==> config.mk <==
export PLATFORM = sky130hd
export DESIGN_NAME = brick_scan_ctrl_flat
export DESIGN_NICKNAME = d
export VERILOG_FILES = /design/src/rtl/brick_pkg.sv /design/src/rtl/brick_scan_ctrl_if.sv /design/src/rtl/brick_hit_test.sv /design/src/rtl/brick_scan_ctrl.sv /design/src/flat_wrapper.sv
export SDC_FILE = /design/constraint.sdc
export NUM_CORES = 1
export LEC_CHECK = 0
export ABC_AREA = 1
export BUFFER_PORTS_ARGS = -buffer_cell sky130_fd_sc_hd__buf_2
export CAP_MARGIN = 30
export CORE_MARGIN = 2
export CORE_UTILIZATION = 39
export DETAILED_ROUTE_END_ITERATION = 16
export SLEW_MARGIN = 20
export SYNTH_ARGS = -nofsm -noshare
export SYNTH_HDL_FRONTEND = slang
export SYNTH_HIERARCHICAL = 1
export SYNTH_SLANG_ARGS = --single-unit
==> constraint.sdc <==
create_clock -name clock -period 4.5 [get_ports clock]
set_input_delay 0.9 -clock clock [delete_from_list [all_inputs] [get_ports clock]]
set_output_delay 0.9 -clock clock [all_outputs]
set_load 0.05 [all_outputs]
==> src/rtl/brick_pkg.sv <==
// Shared types and constants for the brick collision path: scan FSM states,
// the brick record as stored in brick_memory, and the ball snapshot record.
package brick_pkg;

    localparam int NUM_BRICKS = 40;
    localparam int IDX_W      = 6;
    localparam int COORD_W    = 8;
    localparam int DIM_W      = 4;
    localparam int VEL_W      = 3;

    // Geometry sums are formed one bit wider than the 9-bit coordinate sums
    // so that far-edge values such as 255+3 or 255+15 keep their true value
    // and a negative next position never aliases onto a large coordinate.
    localparam int CMP_W = COORD_W + 2;

    typedef enum logic [2:0] {
        ST_IDLE,
        ST_READ,
        ST_CHECK,
        ST_WRITE,
        ST_DONE
    } scan_state_e;

    // One brick slot, identical to the brick_memory word layout.
    typedef struct packed {
        logic [COORD_W-1:0] x;
        logic [COORD_W-1:0] y;
        logic [DIM_W-1:0]   w;
        logic [DIM_W-1:0]   h;
        logic               active;
    } brick_t;

    // Ball position and velocity frozen for the duration of one scan.
    typedef struct packed {
        logic [COORD_W-1:0] x;
        logic [COORD_W-1:0] y;
        logic [VEL_W-1:0]   vx;
        logic [VEL_W-1:0]   vy;
    } ball_snap_t;

    // Unsigned coordinate into the signed compare domain.
    function automatic logic signed [CMP_W-1:0] to_cmp_coord(input logic [COORD_W-1:0] v);
        return signed'(CMP_W'(v));
    endfunction

    // Unsigned brick dimension into the signed compare domain.
    function automatic logic signed [CMP_W-1:0] to_cmp_dim(input logic [DIM_W-1:0] v);
        return signed'(CMP_W'(v));
    endfunction

    // Two's complement velocity, sign-extended into the compare domain.
    function automatic logic signed [CMP_W-1:0] to_cmp_vel(input logic [VEL_W-1:0] v);
        return CMP_W'(signed'(v));
    endfunction

endpackage

==> src/rtl/brick_scan_ctrl_if.sv <==
// brick_memory port bundle: the scan controller is the master that drives the
// address and write strobe, the memory is the slave returning the brick word
// one cycle after the address.
interface brick_scan_ctrl_if #(
    parameter int IDX_W = brick_pkg::IDX_W
);
    logic [IDX_W-1:0] mem_addr;
    logic             mem_we;
    logic [7:0]       mem_brickX;
    logic [7:0]       mem_brickY;
    logic [3:0]       mem_brickW;
    logic [3:0]       mem_brickH;
    logic             mem_active;

    modport master (
        output mem_addr,
        output mem_we,
        input  mem_brickX,
        input  mem_brickY,
        input  mem_brickW,
        input  mem_brickH,
        input  mem_active
    );

    modport slave (
        input  mem_addr,
        input  mem_we,
        output mem_brickX,
        output mem_brickY,
        output mem_brickW,
        output mem_brickH,
        output mem_active
    );
endinterface

==> src/rtl/brick_hit_test.sv <==
// Combinational overlap test of one brick against a ball snapshot.
// A y-axis (top/bottom) hit takes priority; an x-axis (side) hit is only
// reported when there is no y-axis hit. Inactive bricks never hit.
module brick_hit_test
    import brick_pkg::*;
(
    input  ball_snap_t i_ball,
    input  brick_t     i_brick,
    output logic       o_hitX,
    output logic       o_hitY
);

    logic signed [CMP_W-1:0] w_ball_x;
    logic signed [CMP_W-1:0] w_ball_y;
    logic signed [CMP_W-1:0] w_next_x;
    logic signed [CMP_W-1:0] w_next_y;
    logic signed [CMP_W-1:0] w_left;
    logic signed [CMP_W-1:0] w_top;
    logic signed [CMP_W-1:0] w_right;
    logic signed [CMP_W-1:0] w_bottom;
    logic                    w_y_hit;
    logic                    w_x_hit;

    assign w_ball_x = to_cmp_coord(i_ball.x);
    assign w_ball_y = to_cmp_coord(i_ball.y);
    assign w_next_x = w_ball_x + to_cmp_vel(i_ball.vx);
    assign w_next_y = w_ball_y + to_cmp_vel(i_ball.vy);

    assign w_left   = to_cmp_coord(i_brick.x);
    assign w_top    = to_cmp_coord(i_brick.y);
    assign w_right  = w_left + to_cmp_dim(i_brick.w);
    assign w_bottom = w_top  + to_cmp_dim(i_brick.h);

    // Ball column inside the brick and the next row entering it.
    assign w_y_hit = i_brick.active
                   && (w_left < w_ball_x) && (w_ball_x < w_right)
                   && (w_top  < w_next_y) && (w_next_y <= w_bottom);

    // Ball row inside the brick and the next column entering it.
    assign w_x_hit = i_brick.active
                   && (w_top  < w_ball_y) && (w_ball_y <= w_bottom)
                   && (w_left < w_next_x) && (w_next_x < w_right);

    assign o_hitY = w_y_hit;
    assign o_hitX = w_x_hit && !w_y_hit;

endmodule

==> src/rtl/brick_scan_ctrl.sv <==
// Per-frame brick scan scheduler. On an accepted start it freezes the ball
// state, walks every brick slot (READ then CHECK per slot, one-cycle memory
// latency), clears the first brick hit with a single write-back, reports the
// collision axis and pulses done.
module brick_scan_ctrl #(
    parameter int NUM_BRICKS = brick_pkg::NUM_BRICKS,
    parameter int IDX_W      = brick_pkg::IDX_W
) (
    input  logic                    clock,
    input  logic                    reset,
    input  logic                    start,
    input  logic [7:0]              ballX,
    input  logic [7:0]              ballY,
    input  logic [2:0]              vX,
    input  logic [2:0]              vY,
    brick_scan_ctrl_if.master       mem,
    output logic                    busy,
    output logic                    done,
    output logic                    cBrickX,
    output logic                    cBrickY,
    output logic [IDX_W-1:0]        hit_index,
    output logic                    score_inc
);

    import brick_pkg::*;

    localparam logic [IDX_W-1:0] LAST_IDX = IDX_W'(NUM_BRICKS - 1);

    scan_state_e      r_state;
    scan_state_e      w_state_nxt;
    logic [IDX_W-1:0] r_index;
    logic [IDX_W-1:0] r_hit_index;
    ball_snap_t       r_snap;
    logic             r_cbrick_x;
    logic             r_cbrick_y;

    brick_t           w_brick;
    logic             w_hit_x;
    logic             w_hit_y;
    logic             w_any_hit;
    logic [IDX_W-1:0] w_mem_addr;
    logic             w_mem_we;
    logic             w_done;

    assign w_brick = '{
        x:      mem.mem_brickX,
        y:      mem.mem_brickY,
        w:      mem.mem_brickW,
        h:      mem.mem_brickH,
        active: mem.mem_active
    };

    brick_hit_test u_hit_test (
        .i_ball  (r_snap),
        .i_brick (w_brick),
        .o_hitX  (w_hit_x),
        .o_hitY  (w_hit_y)
    );

    assign w_any_hit = w_hit_x || w_hit_y;

    // State register; reset returns to IDLE and abandons any scan in flight.
    always_ff @(posedge clock) begin
        if (!reset) begin
            r_state <= ST_IDLE;
        end else begin
            r_state <= w_state_nxt;
        end
    end

    // Next-state and per-state memory/handshake outputs.
    always_comb begin
        // NOTE: every signal written here gets a default first, so no path
        // through the case statement can leave it unassigned and infer a latch.
        w_state_nxt = r_state;
        w_mem_addr  = '0;
        w_mem_we    = 1'b0;
        w_done      = 1'b0;
        case (r_state)
            ST_IDLE: begin
                if (start) begin
                    w_state_nxt = ST_READ;
                end
            end
            ST_READ: begin
                w_mem_addr  = r_index;
                w_state_nxt = ST_CHECK;
            end
            ST_CHECK: begin
                // Address is held so the memory word stays stable while tested.
                w_mem_addr = r_index;
                if (w_any_hit) begin
                    w_state_nxt = ST_WRITE;
                end else if (r_index == LAST_IDX) begin
                    w_state_nxt = ST_DONE;
                end else begin
                    w_state_nxt = ST_READ;
                end
            end
            ST_WRITE: begin
                w_mem_addr  = r_hit_index;
                w_mem_we    = 1'b1;
                w_state_nxt = ST_DONE;
            end
            ST_DONE: begin
                w_done      = 1'b1;
                w_state_nxt = ST_IDLE;
            end
            default: begin
                w_state_nxt = ST_IDLE;
            end
        endcase
    end

    // Scan datapath: ball snapshot, slot index, hit index and collision flags.
    always_ff @(posedge clock) begin
        // NOTE: sequential state is written with non-blocking assignments only,
        // so every register samples pre-edge values regardless of block order.
        if (!reset) begin
            r_index     <= '0;
            r_hit_index <= '0;
            r_snap      <= '0;
            r_cbrick_x  <= 1'b0;
            r_cbrick_y  <= 1'b0;
        end else begin
            case (r_state)
                ST_IDLE: begin
                    if (start) begin
                        r_snap     <= '{x: ballX, y: ballY, vx: vX, vy: vY};
                        r_index    <= '0;
                        r_cbrick_x <= 1'b0;
                        r_cbrick_y <= 1'b0;
                    end
                end
                ST_CHECK: begin
                    if (w_any_hit) begin
                        r_hit_index <= r_index;
                        r_cbrick_x  <= w_hit_x;
                        r_cbrick_y  <= w_hit_y;
                    end else if (r_index != LAST_IDX) begin
                        r_index <= r_index + IDX_W'(1);
                    end
                end
                default: begin
                end
            endcase
        end
    end

    assign mem.mem_addr = w_mem_addr;
    assign mem.mem_we   = w_mem_we;
    assign busy         = (r_state != ST_IDLE);
    assign done         = w_done;
    assign score_inc    = w_mem_we;
    assign cBrickX      = r_cbrick_x;
    assign cBrickY      = r_cbrick_y;
    assign hit_index    = r_hit_index;

endmodule
==> src/flat_wrapper.sv <==
// flat-port wrapper written by rule: the top's interface ports become plain ports
module brick_scan_ctrl_flat import brick_pkg::*;
#(
    parameter int NUM_BRICKS = brick_pkg::NUM_BRICKS,
    parameter int IDX_W      = brick_pkg::IDX_W
)
  (clock, reset, start, ballX, ballY, vX, vY, busy, done, cBrickX, cBrickY, hit_index, score_inc, mem_mem_addr, mem_mem_we, mem_mem_brickX, mem_mem_brickY, mem_mem_brickW, mem_mem_brickH, mem_mem_active);
  brick_scan_ctrl_if #(.IDX_W(IDX_W)) mem_i ();
  input  logic clock;
  input  logic reset;
  input  logic start;
  input  logic [7:0] ballX;
  input  logic [7:0] ballY;
  input  logic [2:0] vX;
  input  logic [2:0] vY;
  output logic busy;
  output logic done;
  output logic cBrickX;
  output logic cBrickY;
  output logic [IDX_W-1:0] hit_index;
  output logic score_inc;
  output wire logic [$bits(mem_i.mem_addr)-1:0] mem_mem_addr;
  output wire logic [$bits(mem_i.mem_we)-1:0] mem_mem_we;
  input wire logic [$bits(mem_i.mem_brickX)-1:0] mem_mem_brickX;
  input wire logic [$bits(mem_i.mem_brickY)-1:0] mem_mem_brickY;
  input wire logic [$bits(mem_i.mem_brickW)-1:0] mem_mem_brickW;
  input wire logic [$bits(mem_i.mem_brickH)-1:0] mem_mem_brickH;
  input wire logic [$bits(mem_i.mem_active)-1:0] mem_mem_active;
  assign mem_mem_addr = mem_i.mem_addr;
  assign mem_mem_we = mem_i.mem_we;
  assign mem_i.mem_brickX = mem_mem_brickX;
  assign mem_i.mem_brickY = mem_mem_brickY;
  assign mem_i.mem_brickW = mem_mem_brickW;
  assign mem_i.mem_brickH = mem_mem_brickH;
  assign mem_i.mem_active = mem_mem_active;
  brick_scan_ctrl #(.NUM_BRICKS(NUM_BRICKS), .IDX_W(IDX_W)) u_core (.clock(clock), .reset(reset), .start(start), .ballX(ballX), .ballY(ballY), .vX(vX), .vY(vY), .mem(mem_i), .busy(busy), .done(done), .cBrickX(cBrickX), .cBrickY(cBrickY), .hit_index(hit_index), .score_inc(score_inc));
endmodule
* Word level (Yosys, flattened, before mapping)
Cells that the tools add are included.
** Storage, ports and cells
- Register bits after elaboration :: 39
- Input port bits :: 50
- Output and inout bits :: 18
- Word-level logic and storage cells :: 67
** Cells by class
- $add $sub $neg :: 5
- Order comparisons :: 8
- Equality and inequality tests :: 10
- Mux-type cells :: 16
- Reduce and logical (&&, ||, !) cells :: 19
** Operator list (number)
- case mux 6 bit (2 select lines) :: 2
- adder 9 x 3 -> 10 bit :: 2
- less-than comparator 9 x 10 -> 1 bit :: 2
- adder 8 x 4 -> 9 bit :: 2
- 2-to-1 mux 6 bit :: 3
- less-than comparator 8 bit :: 2
- case mux 3 bit (4 select lines) :: 1
- less-or-equal comparator 10 bit :: 1
- less-than comparator 10 bit :: 1
- less-or-equal comparator 8 x 9 -> 1 bit :: 1
- logical AND 1 bit :: 9
- less-than comparator 8 x 9 -> 1 bit :: 1
- 2-to-1 mux 3 bit :: 3
- adder 6 x 1 -> 6 bit, second input constant :: 1
- equality test 3 x 2 -> 1 bit, second input constant :: 2
- equality test 6 bit, second input constant :: 1
- != test 6 bit, second input constant :: 1
- 2-to-1 mux 1 bit :: 5
- != test 2 x 1 -> 1 bit, second input constant :: 2
- != test 2 bit, second input constant :: 2
- case mux 1 bit (2 select lines) :: 2
- AND reduction 2 bit :: 2
- AND reduction 4 bit :: 1
- equality test 3 x 1 -> 1 bit, second input constant :: 1
- other kinds (8) :: 8

* Logic depth before layout (Yosys ltp)
Gate-level depths: netlist of the first run.
- Depth after elaboration :: 10
- Mapped depth :: 26
- Gate-level depth less buffers :: 26

* Cells and area by module
The synthesis of the first run kept the hierarchy.
** Modules (own cells, without submodules)
- brick_hit_test :: times used 1, cells an instance 418, area an instance 2745.1 um^2, seq. area each 0.0 um^2
- brick_scan_ctrl :: times used 1, cells an instance 232, area an instance 1745.4 um^2, seq. area each 780.7 um^2

* Least setup slack after synthesis of the first run
Ideal clock, no wire load.
- Path kind :: input to register
- Start point :: input mem_mem_brickW[2]
- End point :: register u_core.r_index[5]
- Setup time :: 0.111 ns
- Arrival time :: 3.606 ns
- Data required time :: 4.389 ns
- Slack :: 0.783 ns
- Stages on the path :: 26
- Path buffers :: 0
- Cell sequence :: ha_1 > nand3_1 > nand2_1 > nand2_1 > a21oi_1 > xor2_1 > ha_1 > nand2_1 > inv_1 > nor2_1 > o21a_1 > o21ai_0 > nand3_1 > nand2_1 > nand2_1 > nand3_1 > nor2_1 > nand3_1 > a21oi_1 > nor2_4 > inv_1 > nand3_2 > nand3_2 > nor2_1 > nor2_1 > nor2_1
** Between the ends
- Word-level cells in the longest chain between the ends :: 10
- Elaborated cells between the ends (all ways) :: 12
- Classes of those cells :: add/sub: 1; order compare: 2; eq/ne: 1; reduce/logical: 8
** RTL lines
- from (decl) :: line flat_wrapper.sv:26 : input wire logic [$bits(mem_i.mem_brickW)-1:0] mem_mem_brickW;
- adder 8 x 4 -> 9 bit * :: line brick_hit_test.sv:31 : assign w_right = w_left + to_cmp_dim(i_brick.w);
- less-than comparator 8 x 9 -> 1 bit :: line brick_hit_test.sv:36 : && (w_left < w_ball_x) && (w_ball_x < w_right)
- logical AND 1 bit :: line brick_hit_test.sv:36
- logical AND 1 bit (2 in series) :: line brick_hit_test.sv:37 : && (w_top < w_next_y) && (w_next_y <= w_bottom);
- zero test 1 bit :: line brick_hit_test.sv:45 : assign o_hitX = w_x_hit && !w_y_hit;
- logical AND 1 bit * :: line brick_hit_test.sv:45
- net u_core.w_hit_x :: line brick_scan_ctrl.sv:38 : logic w_hit_x;
- logical OR 1 bit * :: line brick_scan_ctrl.sv:60 : assign w_any_hit = w_hit_x || w_hit_y;
- != test 2 bit (no source line) *
- AND reduction 4 bit (no source line) *
- to (signal assigned) :: line brick_scan_ctrl.sv:141 : r_index <= r_index + IDX_W'(1);
- to (decl) :: line brick_scan_ctrl.sv:31 : logic [IDX_W-1:0] r_index;
Mark *: on every way through the listed nets, which the timed path passes. The rest lies on a longest branch.
A chain may end at the register's enable or synchronous reset.

* Final worst setup path of the first run
- Start point :: register u_core/r_snap[5] in the netlist's numbering
- End point :: register u_core.r_index[5]
** Between the ends
- Word-level cells in the longest chain between the ends :: 8
- Elaborated cells between the ends (all ways) :: 9
- Classes of those cells :: add/sub: 1; order compare: 2; eq/ne: 1; reduce/logical: 5
** RTL lines
- from (decl) :: line brick_scan_ctrl.sv:33 : ball_snap_t r_snap;
- from (signal assigned) :: line brick_scan_ctrl.sv:129 : r_snap <= '{x: ballX, y: ballY, vx: vX, vy: vY};
- adder 9 x 3 -> 10 bit * :: line brick_hit_test.sv:26 : assign w_next_x = w_ball_x + to_cmp_vel(i_ball.vx);
- less-than comparator 9 x 10 -> 1 bit :: line brick_hit_test.sv:42 : && (w_left < w_next_x) && (w_next_x < w_right);
- logical AND 1 bit :: line brick_hit_test.sv:42
- logical AND 1 bit * :: line brick_hit_test.sv:42
- logical AND 1 bit * :: line brick_hit_test.sv:45
- net u_core.w_hit_x :: line brick_scan_ctrl.sv:38
- logical OR 1 bit * :: line brick_scan_ctrl.sv:60
- != test 2 bit (no source line) *
- AND reduction 4 bit (no source line) *
Marked as above.

==> results_dict.tcl, run 1 <==
set metrics [dict create \
    outcome "completed" \
    top_level_ports 68 \
    finalMaxSlewViolations 0 \
    largest_net_degree_at_the_start_of_global_routing 33 \
    layout-drive-gt1-share_pct 15.7 \
    dr_total_vias 4291 \
    worst_clock_skew_ns 0.00697 \
    drt-wirelength-per-cell_um 12.8 \
    gp_congestion 0.896 \
    powerDensity_nw_per_um2 317 \
    syn_to_final_growth_pct 13.6 \
    path_delay_family "simple AND/OR/NAND/NOR gates" \
    floorplan.die_area_um2 12400 \
    synth_enable_flop_cells 0 \
    drt_first_iter_violations 248 \
    post_cts.resized_instances 0 \
    finalSetupViolations 0 \
    critical_path_peak_fanout 11 \
    netlist_instances 650 \
    required_ns 4.68 \
    achievable-frequency_mhz 241 \
    worstSetupStartpointType "flop" \
    antenna_found_initial 1 \
    synth.avg_cell_area_um2 6.91 \
    synth.cell_area_um2 4490 \
    first_pass_iters 4 \
    timing.setup.tns_ns 0 \
    portBuffers 67 \
    die_width_um 111 \
    post_drt_via_cell_ratio 5.00 \
    layout_worst_path_cycle_share_pct 92.1 \
    clock_tree.htree_level_count 2 \
    power.leakage_uw 0.00269 \
    cts-root-to-sink-buffers 2 \
    tritoncts.num_buffers 5 \
    post-cts-setup-buffers 0 \
    cp-end-kind "flop" \
    asyncSetResetFlopFracSynth_pct 0 \
    critical_path.most_common_cell "sky130_fd_sc_hd__nor2_1" \
    route.detailed.drc 0 \
    clk_pin_slew_worst_paths_ns 0.06 \
    num_rows 39 \
    ant_nets 0 \
    cp_peak_stage_delay_ns 0.59 \
    path_class "flop to flop" \
    cp_num_buf_inv 3 \
    clock_latency_ns 0.28 \
    floorplan.initialDensity_pct 39.7 \
    yosys_warnings 6 \
    number_of_sinks_on_the_clock_net 39 \
    worst_slew_margin_rel_pct 63.9 \
    fin_area_um2 5100 \
    post-dp-hpwl_um 8990 \
    cts_hold_buffers 0 \
    cts.root.buffer_cell "sky130_fd_sc_hd__clkbuf_16" \
    total_overflow_reported_by_the_global_router 0 \
    fp.coreArea_um2 11300 \
    mappedNetlistNets 789 \
    tritoncts "yes" \
    drv.max_cap_violation_count 0 \
    grt_first_pass_wirelength_um 18500 \
    vdd_drop_max_uv 192 \
    layout.nets 853 \
    arrival_ns 4.32 \
    dpl-instance-area_um2 4930 \
    final_period_minus_worst_setup_slack_ns 4.14 \
    rsz0062_at_grt "no" \
    min-delay-path-class "flop to flop" \
    timing_hold_violations_final 0 \
    top_flip_flop_cell_by_instance_count_after_synthesis "sky130_fd_sc_hd__dfxtp_1" \
    cpMaxStageDelayCell "sky130_fd_sc_hd__dfxtp_1" \
    grt_usage_pct 17.6 \
    yosysUniqueCellTypes 42 \
    worst_pin_slew_ns 0.541 \
    overall_routed_net_length_um 11000 \
    grt_pass1_vias 4114 \
    fp.dieH_um 111 \
    ys_ff_latch 39 \
    synth.yosys.seq_area_share_pct 17.4 \
]
## routing by layer
metal	global-route usage [%]	part of all wire, %	vias to the layer above
li1	-	-	2276
met1	22.6	47	1917
met2	30.9	47	88
met3	2.46	4.1	10
met4	4.36	1.2	0
met5	0	0	-
## flip-flops by register name, summed over array words and instances (netlist names)
| name | flops |
|---|---|
| u_core/r_snap | 22 |
| u_core/r_state | 3 |
| u_core/hit_index | 6 |
| u_core/cBrickY | 1 |
| u_core/r_index | 6 |
| u_core/cBrickX | 1 |
## per-stage QoR
| step | instances | hold slack [ns] | util, % | total power [uW] | setup slack (ns) |
|---|---|---|---|---|---|
| after floorplan | 650 | 0.462 | - | 1020 | 0.783 |
| after global placement | 850 | 0.449 | 43.5 | 1190 | 0.183 |
| after detailed placement | 850 | 0.458 | 43.5 | 1210 | 0.141 |
| after CTS | 858 | 0.473 | 45.0 | 1630 | 0.378 |
| after global routing | 858 | 0.494 | 45.0 | 1770 | 0.0381 |
| final | 859 | 0.471 | 45.0 | 1610 | 0.357 |
## cell usage in the layout (no fill, tap or decap), types with 2 or more instances in the layout
cell,instances
sky130_fd_sc_hd__o21bai_1,2
sky130_fd_sc_hd__nand2_1,104
sky130_fd_sc_hd__o21ai_2,3
sky130_fd_sc_hd__nor2_1,77
sky130_fd_sc_hd__o21a_1,3
sky130_fd_sc_hd__clkbuf_16,5
sky130_fd_sc_hd__nand3_1,36
sky130_fd_sc_hd__nand2_2,12
sky130_fd_sc_hd__inv_2,2
sky130_fd_sc_hd__nand3_2,6
sky130_fd_sc_hd__fa_1,4
sky130_fd_sc_hd__xnor2_1,10
sky130_fd_sc_hd__xor2_1,15
sky130_fd_sc_hd__nor2_8,2
sky130_fd_sc_hd__inv_1,99
sky130_fd_sc_hd__nor2_2,5
sky130_fd_sc_hd__nand4_1,11
sky130_fd_sc_hd__a21o_1,3
sky130_fd_sc_hd__nand2_4,2
sky130_fd_sc_hd__dfxtp_1,39
sky130_fd_sc_hd__nor2_4,2
sky130_fd_sc_hd__a21oi_1,50
sky130_fd_sc_hd__o21ai_0,38
sky130_fd_sc_hd__nand3b_1,2
sky130_fd_sc_hd__buf_2,67
sky130_fd_sc_hd__o22ai_1,3
sky130_fd_sc_hd__nor3_1,7
sky130_fd_sc_hd__ha_1,85
sky130_fd_sc_hd__o21ai_1,7
## logic make-up (layout without fill, tap and decap cells)
family                   after synthesis  in the layout  share of synthesized area, %
AO/OA/AOI/OAI                        115            115                          14.0
adder cells (fa/ha/maj)               89             89                          25.5
buffers and inverters                112            177                          10.3
flip-flops                            39             39                          17.4
XOR/XNOR                              25             25                          4.88
other                                  0              1                             0
AND/OR/NAND/NOR                      270            270                          28.0
## worst min-delay path, cell delays in order, from the launching register on
cell and delay, ns:
sky130_fd_sc_hd__dfxtp_1 0.31, sky130_fd_sc_hd__inv_1 0.06, sky130_fd_sc_hd__a21oi_1 0.05
## cell type report
cell class / count / area (um^2)
multi-input combinational: 499 / 3250
inverter: 102 / 385
antenna: 1 / 2.50
sequential: 39 / 781
tap: 143 / 179
clock inverter: 3 / 43.8
clock buffer: 5 / 125
fill: 1192 / 6220
timing repair buffer: 67 / 335
## final timing paths
kind                                     startpoint             endpoint  depth (start not counted)  slack, ns
worst min register to register  u_core/hit_index[0]  u_core/hit_index[0]                          2       0.47
worst min-delay path            u_core/hit_index[0]  u_core/hit_index[0]                          2       0.47
worst max-delay path               u_core/r_snap[5]    u_core/r_index[5]                         26       0.36
worst max register to register     u_core/r_snap[5]    u_core/r_index[5]                         26       0.36
## cells in the mapped netlist, types with 2 or more instances
| cell type | n | area [um^2] |
|---|---|---|
| sky130_fd_sc_hd__nand2_1 | 104 | 390 |
| sky130_fd_sc_hd__inv_1 | 99 | 372 |
| sky130_fd_sc_hd__ha_1 | 85 | 1060 |
| sky130_fd_sc_hd__nor2_1 | 77 | 289 |
| sky130_fd_sc_hd__a21oi_1 | 50 | 250 |
| sky130_fd_sc_hd__dfxtp_1 | 39 | 781 |
| sky130_fd_sc_hd__o21ai_0 | 38 | 190 |
| sky130_fd_sc_hd__nand3_1 | 36 | 180 |
| sky130_fd_sc_hd__xor2_1 | 15 | 131 |
| sky130_fd_sc_hd__nand2_2 | 12 | 75.1 |
| sky130_fd_sc_hd__nand4_1 | 11 | 68.8 |
| sky130_fd_sc_hd__xnor2_1 | 10 | 87.6 |
| sky130_fd_sc_hd__nor3_1 | 7 | 35.0 |
| sky130_fd_sc_hd__o21ai_1 | 7 | 35.0 |
| sky130_fd_sc_hd__nand3_2 | 6 | 60.1 |
| sky130_fd_sc_hd__nor2_2 | 5 | 31.3 |
| sky130_fd_sc_hd__buf_6 | 4 | 45.0 |
| sky130_fd_sc_hd__fa_1 | 4 | 80.1 |
| sky130_fd_sc_hd__a21o_1 | 3 | 22.5 |
| sky130_fd_sc_hd__clkbuf_1 | 3 | 11.3 |
| sky130_fd_sc_hd__o21a_1 | 3 | 22.5 |
| sky130_fd_sc_hd__o21ai_2 | 3 | 26.3 |
| sky130_fd_sc_hd__o22ai_1 | 3 | 18.8 |
| sky130_fd_sc_hd__buf_4 | 2 | 15.0 |
| sky130_fd_sc_hd__inv_2 | 2 | 7.51 |
| sky130_fd_sc_hd__nand2_4 | 2 | 22.5 |
| sky130_fd_sc_hd__nand3b_1 | 2 | 15.0 |
| sky130_fd_sc_hd__nor2_4 | 2 | 22.5 |
| sky130_fd_sc_hd__nor2_8 | 2 | 40.0 |
| sky130_fd_sc_hd__o21bai_1 | 2 | 15.0 |
## power by group
part	switching, uW	total [uW]	internal [uW]
Combinational	484	785	301
Clock	148	409	262
Sequential	42.8	420	377
Total	675	1610	940
No activity file was read; power rests on OpenSTA's default activity.
==> run 2, diff against run 1 <==
- GPL_TIMING_DRIVEN: default -> 0
==> run 2 against run 1 <==
Compared with the run above:
- die area did not move
- final area rose by 2.0%
- total power rose by 1.3%
- critical path depth rose by 1
- fmax rose by 0.75%
- routed wire length rose by 2.1%
- combinational power rose by 2.8%
- sequential cell count did not move
- non-clock buffer count rose by 11
- utilization rose by 0.91 points
- critical path type is now primary input to flop
- worst hold slack got worse by 0.0094 ns
- sequential share of layout area fell by 0.28 points
==> results_dict.tcl, run 2 (same netlist as run 1, synthesis figures left out) <==
set metrics [dict create \
    outcome "completed" \
    cp-end-kind "flop" \
    tritoncts.num_buffers 5 \
    worstSetupStartpointType "primary input" \
    layout.nets 864 \
    final_period_minus_worst_setup_slack_ns 4.11 \
    total_overflow_reported_by_the_global_router 0 \
    cts-root-to-sink-buffers 2 \
    vdd_drop_max_uv 150 \
    floorplan.initialDensity_pct 39.7 \
    grt_pass1_vias 4304 \
    syn_to_final_growth_pct 15.9 \
    min-delay-path-class "flop to flop" \
    portBuffers 67 \
    ant_nets 0 \
    cts.root.buffer_cell "sky130_fd_sc_hd__clkbuf_16" \
    drt-wirelength-per-cell_um 12.9 \
    cp-endpoint "u_core/r_index[5]" \
    top_register "u_core/r_snap" \
    grt_usage_pct 18.4 \
    met2WireLength_um 5200 \
    gp_congestion 0.869 \
    achievable-frequency_mhz 243 \
    finalMaxSlewViolations 0 \
    timing_hold_violations_final 0 \
    top_level_ports 68 \
    power.total_uw 1640 \
    cts_hold_buffers 0 \
    overall_routed_net_length_um 11200 \
    ff2ff_setup_slack_ns 0.50 \
    drt_first_iter_violations 222 \
    n_fill_cell 1159 \
    arrival_ns 4.29 \
    grt_first_pass_wirelength_um 19300 \
    powerDensity_nw_per_um2 314 \
    critical_path_peak_fanout 8 \
    mostFrequentLayoutCell "sky130_fd_sc_hd__nand2_1" \
    die_width_um 111 \
    layout_worst_path_cycle_share_pct 91.4 \
    worstSetupStartpoint "mem_mem_brickX[2]" \
    layout-drive-gt1-share_pct 16.9 \
    clock_latency_ns 0.28 \
    dr_total_vias 4369 \
    worst_clock_skew_ns 0.00578 \
    finalSetupViolations 0 \
    dr_wl_met3_um 370 \
    r2r_start "u_core/r_snap[5]" \
    antenna_found_initial 0 \
    fp.dieH_um 111 \
    sequential_cell_area_um2 782 \
    floorplan.die_area_um2 12400 \
    fp.coreArea_um2 11300 \
    clk_pin_slew_worst_paths_ns 0.06 \
    route.detailed.drc 0 \
    power.leakage_uw 0.00275 \
    antenna-diode-count 0 \
    ff2ff_path_depth 26 \
    number_of_sinks_on_the_clock_net 39 \
    post-dp-hpwl_um 9420 \
    final_worst_hold_slack_ns 0.462 \
    drt-met1-wl_um 5480 \
    path_class "primary input to flop" \
    worst_pin_slew_ns 0.545 \
    route.top_layer_used "met4" \
    regToRegEndpoint "u_core/r_index[5]" \
    clock_tree.htree_level_count 2 \
    rsz0062_at_grt "no" \
    drv.max_cap_violation_count 0 \
    largest_net_degree_at_the_start_of_global_routing 13 \
    final_cell_mix "104 x sky130_fd_sc_hd__nand2_1, 99 x sky130_fd_sc_hd__inv_1, 85 x sky130_fd_sc_hd__ha_1" \
    tritoncts "yes" \
    first_pass_iters 5 \
    required_ns 4.68 \
    num_rows 39 \
    worst_slew_margin_rel_pct 63.7 \
    largest_register_ffs 22 \
    post_drt_via_cell_ratio 5.03 \
    multiInputGateArea_um2 3260 \
]
==> run 2: worst min path at each step <==
stage | startpoint | to | slack, ns | depth (start not counted)
after floorplan | u_core/r_index[5] | u_core/r_index[5] | 0.46 | 2
after global placement | u_core/hit_index[1] | u_core/hit_index[1] | 0.45 | 2
after CTS | u_core/hit_index[0] | u_core/hit_index[0] | 0.46 | 2
final | u_core/hit_index[2] | u_core/hit_index[2] | 0.46 | 2
after detailed placement | u_core/hit_index[0] | u_core/hit_index[0] | 0.45 | 2
after global routing | u_core/hit_index[0] | u_core/hit_index[0] | 0.48 | 2
==> run 2: layer usage <==
layer | GRT usage (%) | up-vias
li1 | - | 2295
met1 | 24.6 | 1967
met2 | 32.4 | 94
met3 | 1.97 | 13
met4 | 3.62 | 0
met5 | 0 | -
==> run 2: per-stage QoR <==
step	utilization (%)	setup WS, ns	cell area, um^2	TNS, ns	cells
floorplan	-	0.783	4490	0	650
global placement	44.2	0.0155	5000	0	860
detailed placement	44.2	-0.0225	5000	-0.0668	860
CTS	45.7	0.236	5180	0	868
global route	46.0	0.0240	5200	0	869
finish	46.0	0.388	5200	0	869
==> run 2: what timing repair did <==
| item | CTS | global route |
|---|---|---|
| buffers inserted | 0 | 1 |
| setup endpoints to repair | 0 | 9 |
| hold endpoints to repair | 0 | 0 |
| resized for setup | 0 | 4 |
==> run 2: critical path, stage by stage <==
cell,delay (ns)
sky130_fd_sc_hd__buf_2,0.12
sky130_fd_sc_hd__ha_1,0.34
sky130_fd_sc_hd__nand3_1,0.09
sky130_fd_sc_hd__nand2_1,0.10
sky130_fd_sc_hd__nand2_1,0.08
sky130_fd_sc_hd__a21oi_2,0.18
sky130_fd_sc_hd__xor2_1,0.26
sky130_fd_sc_hd__ha_1,0.31
sky130_fd_sc_hd__nand2_1,0.07
sky130_fd_sc_hd__inv_1,0.03
sky130_fd_sc_hd__nor2_1,0.11
sky130_fd_sc_hd__o21a_1,0.13
sky130_fd_sc_hd__o21ai_0,0.11
sky130_fd_sc_hd__nand3_1,0.09
sky130_fd_sc_hd__nand2_1,0.06
sky130_fd_sc_hd__nand2_1,0.06
sky130_fd_sc_hd__nand3_1,0.07
sky130_fd_sc_hd__nor2_1,0.16
sky130_fd_sc_hd__nand3_1,0.11
sky130_fd_sc_hd__a21oi_2,0.21
sky130_fd_sc_hd__nor2_4,0.08
sky130_fd_sc_hd__inv_1,0.10
sky130_fd_sc_hd__nand3_2,0.17
sky130_fd_sc_hd__nand3_4,0.17
sky130_fd_sc_hd__nor2_1,0.05
sky130_fd_sc_hd__nor2_1,0.08
sky130_fd_sc_hd__nor2_1,0.04
==> run 2: report_power, final <==
| part | switching (uW) | internal [uW] | leakage (uW) |
|---|---|---|---|
| sequential | 42.7 | 378 | 0.000320 |
| clock | 132 | 275 | 0.0000868 |
| combinational | 493 | 314 | 0.00234 |
| total | 668 | 967 | 0.00275 |
==> run 2: area by class of cell <==
| type | instances | area share [%] |
|---|---|---|
| plain buffers | 10 | 1.47 |
| clock buffers | 6 | 2.67 |
| clock inverters | 2 | 0.673 |
| inverters | 102 | 7.41 |
| multi-input cells | 499 | 62.7 |
| flip-flops and latches | 39 | 15.0 |
| well taps | 143 | 3.44 |
| repair buffers | 68 | 6.59 |
